--- src/rtl/mem_stage_lsu_pkg.sv ---
// Shared definitions for the MEM-stage load/store unit: data widths,
// funct3 access encodings, LSU state encoding and access-legality helpers.
package mem_stage_lsu_pkg;

  localparam int REG_DATA_WIDTH = 32;
  localparam int RS_WIDTH       = 5;

  // Load funct3 encodings
  localparam logic [2:0] F3_LB  = 3'b000;
  localparam logic [2:0] F3_LH  = 3'b001;
  localparam logic [2:0] F3_LW  = 3'b010;
  localparam logic [2:0] F3_LBU = 3'b100;
  localparam logic [2:0] F3_LHU = 3'b101;

  // Store funct3 encodings
  localparam logic [2:0] F3_SB  = 3'b000;
  localparam logic [2:0] F3_SH  = 3'b001;
  localparam logic [2:0] F3_SW  = 3'b010;

  // Access size field (funct3[1:0])
  localparam logic [1:0] SIZE_BYTE = 2'b00;
  localparam logic [1:0] SIZE_HALF = 2'b01;
  localparam logic [1:0] SIZE_WORD = 2'b10;

  typedef enum logic [0:0] {
    LSU_IDLE     = 1'b0,
    LSU_WAIT_RSP = 1'b1
  } lsu_state_e;

  // True when funct3 names a supported access of the given direction.
  function automatic logic f3_legal(input logic is_load, input logic [2:0] f3);
    logic ok;
    ok = 1'b0;
    if (is_load) begin
      case (f3)
        F3_LB, F3_LH, F3_LW, F3_LBU, F3_LHU: ok = 1'b1;
        default:                             ok = 1'b0;
      endcase
    end else begin
      case (f3)
        F3_SB, F3_SH, F3_SW: ok = 1'b1;
        default:             ok = 1'b0;
      endcase
    end
    return ok;
  endfunction

  // True when the byte offset is not naturally aligned for the access size.
  function automatic logic f3_misaligned(input logic [1:0] size, input logic [1:0] off);
    logic mis;
    mis = 1'b0;
    case (size)
      SIZE_HALF: mis = off[0];
      SIZE_WORD: mis = |off;
      default:   mis = 1'b0;
    endcase
    return mis;
  endfunction

endpackage

--- src/rtl/mem_stage_lsu_align.sv ---
// Byte-lane steering for the LSU: store byte enables / replicated write
// data, and load byte/half extraction with sign or zero extension.
// Purely combinational.
module mem_stage_lsu_align
  import mem_stage_lsu_pkg::*;
(
  input  logic [1:0]                st_size_i_unused_guard_n,
  input  logic [1:0]                i_st_size,
  input  logic [1:0]                i_st_off,
  input  logic [REG_DATA_WIDTH-1:0] i_st_data,
  output logic [3:0]                o_st_be,
  output logic [REG_DATA_WIDTH-1:0] o_st_wdata,
  input  logic [2:0]                i_ld_funct3,
  input  logic [1:0]                i_ld_off,
  input  logic [REG_DATA_WIDTH-1:0] i_ld_rdata,
  output logic [REG_DATA_WIDTH-1:0] o_ld_data
);

  logic [4:0]  w_byte_lsb;
  logic [4:0]  w_half_lsb;
  logic [7:0]  w_byte;
  logic [15:0] w_half;
  logic        w_guard;

  assign w_guard    = ^st_size_i_unused_guard_n;
  assign w_byte_lsb = {i_ld_off, 3'b000};
  assign w_half_lsb = {i_ld_off[1], 4'b0000};
  assign w_byte     = i_ld_rdata[w_byte_lsb +: 8];
  assign w_half     = i_ld_rdata[w_half_lsb +: 16];

  // Store lane steering: shift enables to the addressed lane, replicate data.
  always_comb begin
    o_st_be    = 4'b1111;
    o_st_wdata = i_st_data;
    case (i_st_size)
      SIZE_BYTE: begin
        o_st_be    = 4'b0001 << i_st_off;
        o_st_wdata = {4{i_st_data[7:0]}};
      end
      SIZE_HALF: begin
        o_st_be    = 4'b0011 << i_st_off;
        o_st_wdata = {2{i_st_data[15:0]}};
      end
      default: begin
        o_st_be    = 4'b1111;
        o_st_wdata = (w_guard & 1'b0) ? {REG_DATA_WIDTH{1'b0}} : i_st_data;
      end
    endcase
  end

  // Load extraction: select the addressed lane and extend per funct3.
  always_comb begin
    o_ld_data = i_ld_rdata;
    case (i_ld_funct3)
      F3_LB:   o_ld_data = {{24{w_byte[7]}}, w_byte};
      F3_LH:   o_ld_data = {{16{w_half[15]}}, w_half};
      F3_LBU:  o_ld_data = {24'h000000, w_byte};
      F3_LHU:  o_ld_data = {16'h0000, w_half};
      default: o_ld_data = i_ld_rdata;
    endcase
  end

endmodule

--- src/rtl/mem_stage_lsu.sv ---
// MEM-stage load/store unit. Issues data-memory requests from the EX/MEM
// controls, stalls the pipeline while the handshake is outstanding, extends
// load data for MEM/WB and guards the read response with a watchdog.
module mem_stage_lsu
  import mem_stage_lsu_pkg::*;
#(
  parameter int XLEN           = 32,
  parameter int TIMEOUT_CYCLES = 255
) (
  input  logic            clk,
  input  logic            rst,
  input  logic [XLEN-1:0] addr_mem,
  input  logic [XLEN-1:0] store_data_mem,
  input  logic            memread_mem,
  input  logic            memwrite_mem,
  input  logic [2:0]      funct3_mem,
  output logic            dmem_req,
  output logic            dmem_we,
  output logic [XLEN-1:0] dmem_addr,
  output logic [3:0]      dmem_be,
  output logic [XLEN-1:0] dmem_wdata,
  input  logic            dmem_gnt,
  input  logic            dmem_rvalid,
  input  logic [XLEN-1:0] dmem_rdata,
  output logic [XLEN-1:0] data_i_mem,
  output logic            mem_stall,
  output logic            access_exc,
  output logic            bus_err
);

  localparam int CW = (TIMEOUT_CYCLES > 1) ? $clog2(TIMEOUT_CYCLES) : 1;
  localparam logic [CW-1:0] CNT_MAX = CW'(TIMEOUT_CYCLES - 1);

  lsu_state_e      r_state;
  logic [CW-1:0]   r_cnt;
  logic [2:0]      r_funct3;
  logic [1:0]      r_off;
  logic [XLEN-1:0] r_hold;

  logic            w_access;
  logic            w_exc_raw;
  logic            w_is_wait;
  logic            w_req_idle;
  logic            w_rsp;
  logic            w_expire;
  logic [3:0]      w_st_be;
  logic [XLEN-1:0] w_st_wdata;
  logic [XLEN-1:0] w_ld_data;

  assign w_access   = memread_mem ^ memwrite_mem;
  assign w_exc_raw  = (memread_mem & memwrite_mem) |
                      (w_access & (~f3_legal(memread_mem, funct3_mem) |
                                   f3_misaligned(funct3_mem[1:0], addr_mem[1:0])));
  assign w_is_wait  = (r_state == LSU_WAIT_RSP);
  assign w_req_idle = ~w_is_wait & w_access & ~w_exc_raw;
  assign w_rsp      = w_is_wait & dmem_rvalid;
  // A response arriving on the last watchdog cycle wins over the timeout.
  assign w_expire   = w_is_wait & ~dmem_rvalid & (r_cnt == CNT_MAX);

  mem_stage_lsu_align u_align (
    .st_size_i_unused_guard_n (2'b00),
    .i_st_size                (funct3_mem[1:0]),
    .i_st_off                 (addr_mem[1:0]),
    .i_st_data                (store_data_mem),
    .o_st_be                  (w_st_be),
    .o_st_wdata               (w_st_wdata),
    .i_ld_funct3              (r_funct3),
    .i_ld_off                 (r_off),
    .i_ld_rdata               (dmem_rdata),
    .o_ld_data                (w_ld_data)
  );

  // Output drive: request/stall decode and load data forwarding, all forced low in reset.
  always_comb begin
    dmem_req   = 1'b0;
    dmem_we    = 1'b0;
    dmem_addr  = {XLEN{1'b0}};
    dmem_be    = 4'b0000;
    dmem_wdata = {XLEN{1'b0}};
    data_i_mem = {XLEN{1'b0}};
    mem_stall  = 1'b0;
    access_exc = 1'b0;
    bus_err    = 1'b0;
    if (!rst) begin
      dmem_req   = w_req_idle;
      dmem_we    = w_req_idle & memwrite_mem;
      dmem_addr  = {addr_mem[XLEN-1:2], 2'b00};
      dmem_be    = memwrite_mem ? w_st_be : 4'b1111;
      dmem_wdata = w_st_wdata;
      access_exc = w_exc_raw;
      bus_err    = w_expire;
      if (w_rsp) begin
        data_i_mem = w_ld_data;
      end else if (w_expire) begin
        data_i_mem = {XLEN{1'b0}};
      end else begin
        data_i_mem = r_hold;
      end
      if (w_is_wait) begin
        mem_stall = ~(w_rsp | w_expire);
      end else begin
        // Loads always stall through the grant cycle; stores only until granted.
        mem_stall = w_req_idle & (memread_mem | ~dmem_gnt);
      end
    end else begin
      dmem_req   = 1'b0;
      data_i_mem = {XLEN{1'b0}};
    end
  end

  // LSU state machine: load capture on grant, watchdog, and load-data hold register.
  always_ff @(posedge clk) begin
    if (rst) begin
      r_state  <= LSU_IDLE;
      r_cnt    <= {CW{1'b0}};
      r_funct3 <= 3'b000;
      r_off    <= 2'b00;
      r_hold   <= {XLEN{1'b0}};
    end else begin
      case (r_state)
        LSU_IDLE: begin
          r_cnt <= {CW{1'b0}};
          if (w_req_idle & memread_mem & dmem_gnt) begin
            r_state  <= LSU_WAIT_RSP;
            r_funct3 <= funct3_mem;
            r_off    <= addr_mem[1:0];
          end
        end
        LSU_WAIT_RSP: begin
          if (w_rsp) begin
            r_hold  <= w_ld_data;
            r_cnt   <= {CW{1'b0}};
            r_state <= LSU_IDLE;
          end else if (w_expire) begin
            r_hold  <= {XLEN{1'b0}};
            r_cnt   <= {CW{1'b0}};
            r_state <= LSU_IDLE;
          end else begin
            r_cnt <= r_cnt + 1'b1;
          end
        end
        default: begin
          r_state <= LSU_IDLE;
          r_cnt   <= {CW{1'b0}};
        end
      endcase
    end
  end

endmodule

--- config.mk ---
export PLATFORM = sky130hd
export DESIGN_NAME = mem_stage_lsu
export DESIGN_NICKNAME = d
export VERILOG_FILES = /design/src/rtl/mem_stage_lsu_pkg.sv /design/src/rtl/mem_stage_lsu_align.sv /design/src/rtl/mem_stage_lsu.sv
export SDC_FILE = /design/constraint.sdc
export NUM_CORES = 1
export LEC_CHECK = 0
export CAP_MARGIN = 20
export CORE_MARGIN = 4
export CORE_UTILIZATION = 40
export DETAILED_ROUTE_END_ITERATION = 12
export PLACE_DENSITY = 0.88
export SLEW_MARGIN = 10
export SYNTH_ARGS = -nofsm -noshare
export SYNTH_HDL_FRONTEND = slang
export SYNTH_HIERARCHICAL = 1
export SYNTH_SLANG_ARGS = --single-unit
--- constraint.sdc ---
create_clock -name clk -period 2.05 [get_ports clk]
set_input_delay 0.3075 -clock clk [delete_from_list [all_inputs] [get_ports clk]]
set_output_delay 0.3075 -clock clk [all_outputs]
set_load 0.1 [all_outputs]
==> impl_metrics.csv, run 1 <==
group,metric,value,unit
run_status,status,"did not finish",
run_status,haltStage,"global routing",
run_status,tool.error,"[ERROR GRT-0232] Routing congestion too high. Check the congestion heatmap in the GUI.",
yosys,yosys_warnings,6,
placement,numPortBuffers,207,
yosys,synth_seq_cells,46,
yosys,ys_dominant_reg_cell,"dfxtp_1",
timing,worstEndpointGrtRepair,"data_i_mem[11]",
floorplan,die_h,106,um
floorplan,pin_count,210,
timing,worstEndpointType,"output port",
floorplan,start_util,0.414,
cts,cts_max_level,2,
yosys,syn-mean-instance-area,7.31,um^2
floorplan,rows,35,
yosys,synthesis.area,3850,um^2
cts,clock_path_buffers,2,
placement,gp_congestion,0.954,
global_routing,grt_overflow,8,
cts,cts_buffers,5,
yosys,syn_inst,526,
cts,cts-root-buf,"clkbuf_8",
yosys,async_flop_share,0,
floorplan,die-width,106,um
placement,hpwlAfterDp,15.1,mm
placement,place_ws,-0.478,ns
yosys,synth_edf_count,0,
global_routing,grt_max_degree,46,
yosys,synth_cell_types,47,
cts,clock_sinks,46,
global_routing,grt_usage,0.602,
yosys,seq_area_frac_synth,0.239,
[cell families after synthesis]
family,share of synthesized area
and+or+nand+nor,0.295
AOI/OAI and AO/OA,0.229
buffers and inverters,0.0924
DFF,0.239
muxes,0.114
xor gates and xnor gates,0.0137
adders and majority gates,0.0163
other,0.000975
[repair_timing]
| item | 4_1_cts |
|---|---|
| setup endpoints to repair | 64 |
| resized for setup | 101 |
| gates cloned | 3 |
| endpoints found under the hold margin | 0 |
| hold buffers | 0 |
| setup buffers | 23 |
| pin swaps | 34 |
[cells in the mapped netlist (10+ instances only)]
cell,number,area share
a211oi_1,14,0.027
a21oi_1,71,0.092
a22oi_1,16,0.031
buf_4,11,0.021
clkbuf_1,29,0.028
dfxtp_1,46,0.24
inv_1,12,0.012
mux2_2,16,0.047
mux2i_1,22,0.057
nand2_1,79,0.077
nand3_1,13,0.017
nor2_1,10,0.0098
nor2b_1,64,0.10
o21ai_0,37,0.048
[metal layers]
layer  GRT overflow  GRT usage
met4              5      0.607
met1              0      0.563
met2              3      0.852
met5              0     0.0667
met3              0      0.396
[per-stage QoR]
| step | setup TNS [ns] | instance area [um^2] | hold slack (ns) | instances | util |
|---|---|---|---|---|---|
| CTS | -7.02 | 8630 | 0.413 | 896 | 0.929 |
| detailed placement | -16.52 | 8000 | 0.457 | 862 | 0.862 |
| global placement | -11.61 | 8000 | 0.448 | 862 | 0.862 |
| floorplan | -4.56 | 4590 | 0.430 | 527 | - |
==> run 2, diff against run 1 <==
Settings changed: CORE_UTILIZATION 40 to 30, PLACE_DENSITY 0.88 to default, PLACE_DENSITY_LB_ADDON from default to 0.15.
==> impl_metrics.csv, run 2 <==
group,metric,value,unit
run_status,status,"complete, but fails checks",
run_status,violations,"setup timing",
floorplan,start_util,0.306,
placement,gp_congestion,0.879,
yosys,synth_edf_count,0,
global_routing,grt_pass1_wl,28.3,mm
setup_path,rrSetupSlack,0.28,ns
floorplan,pin_count,210,
timing,rsz0062_at_grt,"yes",
cts,cts_buffers,5,
yosys,synth_cell_types,47,
cells_and_area,mostFrequentLayoutCell,"buf_12",
setup_path,path_class,"reg -> out",
cts,clock_path_buffers,2,
job,cap_violations,0,
pwr,max-vdd-ir-drop,0.000330,V
setup_path,rr_worst_depth,9,
setup_path,critPathMaxFanout,6,
cts,cts_max_level,2,
cells_and_area,top_regs,"r_hold x32, r_cnt x8, r_funct3 x3",
cts,cts_hold_buf,0,
pwr,power.density,395,nW/um^2
floorplan,core,12600,um^2
setup_path,cp_cell_sequence,"buf_6 > and2b_4 > buf_12 > a211oi_4 > a211oi_2 > nand2_2 > a21oi_4 > buf_12",
routing,viasPerCell,5.33,
hold_path,hold_depth,2,
cts,cts-root-buf,"clkbuf_16",
setup_path,cp_slowest_cell,"dfxtp_4",
setup_path,cp.arrival,2.00,ns
routing,detailedRoute.firstIterationViolations,475,
routing,first_pass_iters,5,
setup_path,start_kind,"flip-flop",
cts,clock_sinks,46,
pwr,power,3.76,mW
floorplan,die_h,121,um
hold_path,hp-start,"rst",
yosys,seq_area_frac_synth,0.239,
routing,vias,5187,
yosys,async_flop_share,0,
cells_and_area,fin_area,9520,um^2
floorplan,rows,41,
cts,clkTransAtPathRegs,0.07,ns
setup_path,cpMostUsedCell,"buf_12",
floorplan,die-width,121,um
routing,drc,0,
global_routing,grt_pass1_vias,5415,
global_routing,grt_overflow,0,
cells_and_area,largest_reg_flops,32,
placement,placed_area,8200,um^2
timing,hold_violations,0,
cells_and_area,fin_nets,908,
setup_path,r2r_end,"r_hold[29]$_SDFFE_PP0P_",
routing,finalWirelength,19.6,mm
setup_path,r2r_start,"r_off[1]$_SDFFE_PP0P_",
yosys,synth_commonest_cells,"79 x nand2_1, 71 x a21oi_1, 64 x nor2b_1, 46 x dfxtp_1, 37 x o21ai_0",
yosys,syn_inst,526,
floorplan,die-area,14700,um^2
setup_path,critPathLaunch,"r_funct3[1]$_SDFFE_PP0P_",
timing,setup_viol,32,
cells_and_area,drive_above_1_share,0.601,
setup_path,required,1.74,ns
yosys,synth_top_area_cell,"dfxtp_1",
cts,cts_tree,"done",
cells_and_area,multiInputGateArea,3850,um^2
yosys,synth_seq_cells,46,
routing,detail_route.wl_per_cell,20.2,um
timing,finalCritPeriodShare,1.13,
global_routing,grt_usage,0.241,
cells_and_area,layout_common_cells,"120 x buf_12, 93 x clkdlybuf4s50_1, 78 x buf_4",
setup_path,critPathMaxStageDelay,0.37,ns
setup_path,cp-end-kind,"primary output",
cells_and_area,syn_to_final_growth,148,%
yosys,synthesis.area,3850,um^2
yosys,netlist_top_cells_area,"dfxtp_1 24%, nor2b_1 10%, a21oi_1 9.2%, nand2_1 7.7%, mux2i_1 5.7%",
cts,clk_latency,0.29,ns
timing,fin_crit,2.31,ns
global_routing,antenna_found_initial,2,
placement,hpwlAfterDp,13.4,mm
timing,setup_ws,-0.259,ns
hold_path,hold_path_class,"in -> reg",
cells_and_area,seqCellArea,941,um^2
yosys,synth.most_common_cell,"nand2_1",
yosys,yosys_warnings,6,
yosys,synth_top_area_frac,0.239,
yosys,syn-mean-instance-area,7.31,um^2
timing,fin_skew,0.0106,ns
placement,numPortBuffers,207,
timing,fmax,433,MHz
pwr,p_leak,3.59,nW
hold_path,holdPathEnd,"r_hold[29]$_SDFFE_PP0P_",
cells_and_area,top_register,"r_hold",
routing,ant_nets,0,
timing,setup_tns,-6.00,ns
cells_and_area,final.fill_count,792,
global_routing,grt_max_degree,44,
yosys,ys_dominant_reg_cell,"dfxtp_1",
timing,finalMaxSlewViolations,0,
## run 2: cell type report
class                      instances  area share
clock buffer                       5      0.0131
timing repair buffer             318       0.453
tap                              172      0.0226
clock inverter                     3     0.00250
sequential                        46      0.0988
antenna                            2    0.000526
multi-input combinational        415       0.404
inverter                          12     0.00604
## run 2: report_power, final
group	leakage, nW	switching (mW)	internal [mW]	total, mW
sequential	0.376	0.00579	0.896	0.901
clock	0.0665	0.374	0.457	0.831
combinational	3.15	1.18	0.846	2.03
## run 2: cells by family after synthesis
logic type               Yosys count  share of synthesized area
flip-flops                        46                      0.239
AND/OR/NAND/NOR                  207                      0.295
XOR/XNOR                           6                     0.0137
other                              1                   0.000975
adder cells (fa/ha/maj)            5                     0.0163
multiplexers                      40                      0.114
buffers and inverters             67                     0.0924
AO/OA/AOI/OAI                    154                      0.229
## run 2: critical path: cells and delay by family, from the launching register on
kind,cells,cell delay (ns)
flip-flops,1,0.37
AO/OA/AOI/OAI,3,0.48
buffers and inverters,3,0.43
AND/OR/NAND/NOR,2,0.44
## run 2: worst max path at each step
stage / end / cells after the start
after global routing: data_i_mem[5] / 8
after detailed placement: dmem_we / 9
after floorplan: dmem_we / 6
after global placement: dmem_we / 8
after CTS: data_i_mem[6] / 7
final: data_i_mem[6] / 8
## run 2: timing repair
action                     4_1_cts  5_1_grt
pin swaps                       55       37
setup buffers                   26       12
setup endpoints to repair       67       41
gates cloned                     6        3
resized for setup              119       85
## run 2: metrics by stage
| step | std cells | setup slack, ns | hold WS, ns | util |
|---|---|---|---|---|
| finish | 973 | -0.259 | 0.411 | 0.758 |
| detailed placement | 920 | -0.474 | 0.496 | 0.652 |
| CTS | 960 | -0.283 | 0.405 | 0.725 |
| global placement | 920 | -0.477 | 0.484 | 0.652 |
| floorplan | 527 | -0.713 | 0.430 | - |
| global route | 973 | -0.295 | 0.412 | 0.758 |
## run 2: layer usage
layer / share of wire / track usage / wire (um)
met5: 0 / 0 / 0
met4: 0.032 / 0.0714 / 631
met3: 0.087 / 0.0727 / 1710
met2: 0.52 / 0.438 / 10300
met1: 0.36 / 0.268 / 7040
Note: power is estimated with default switching activity, not from simulation.
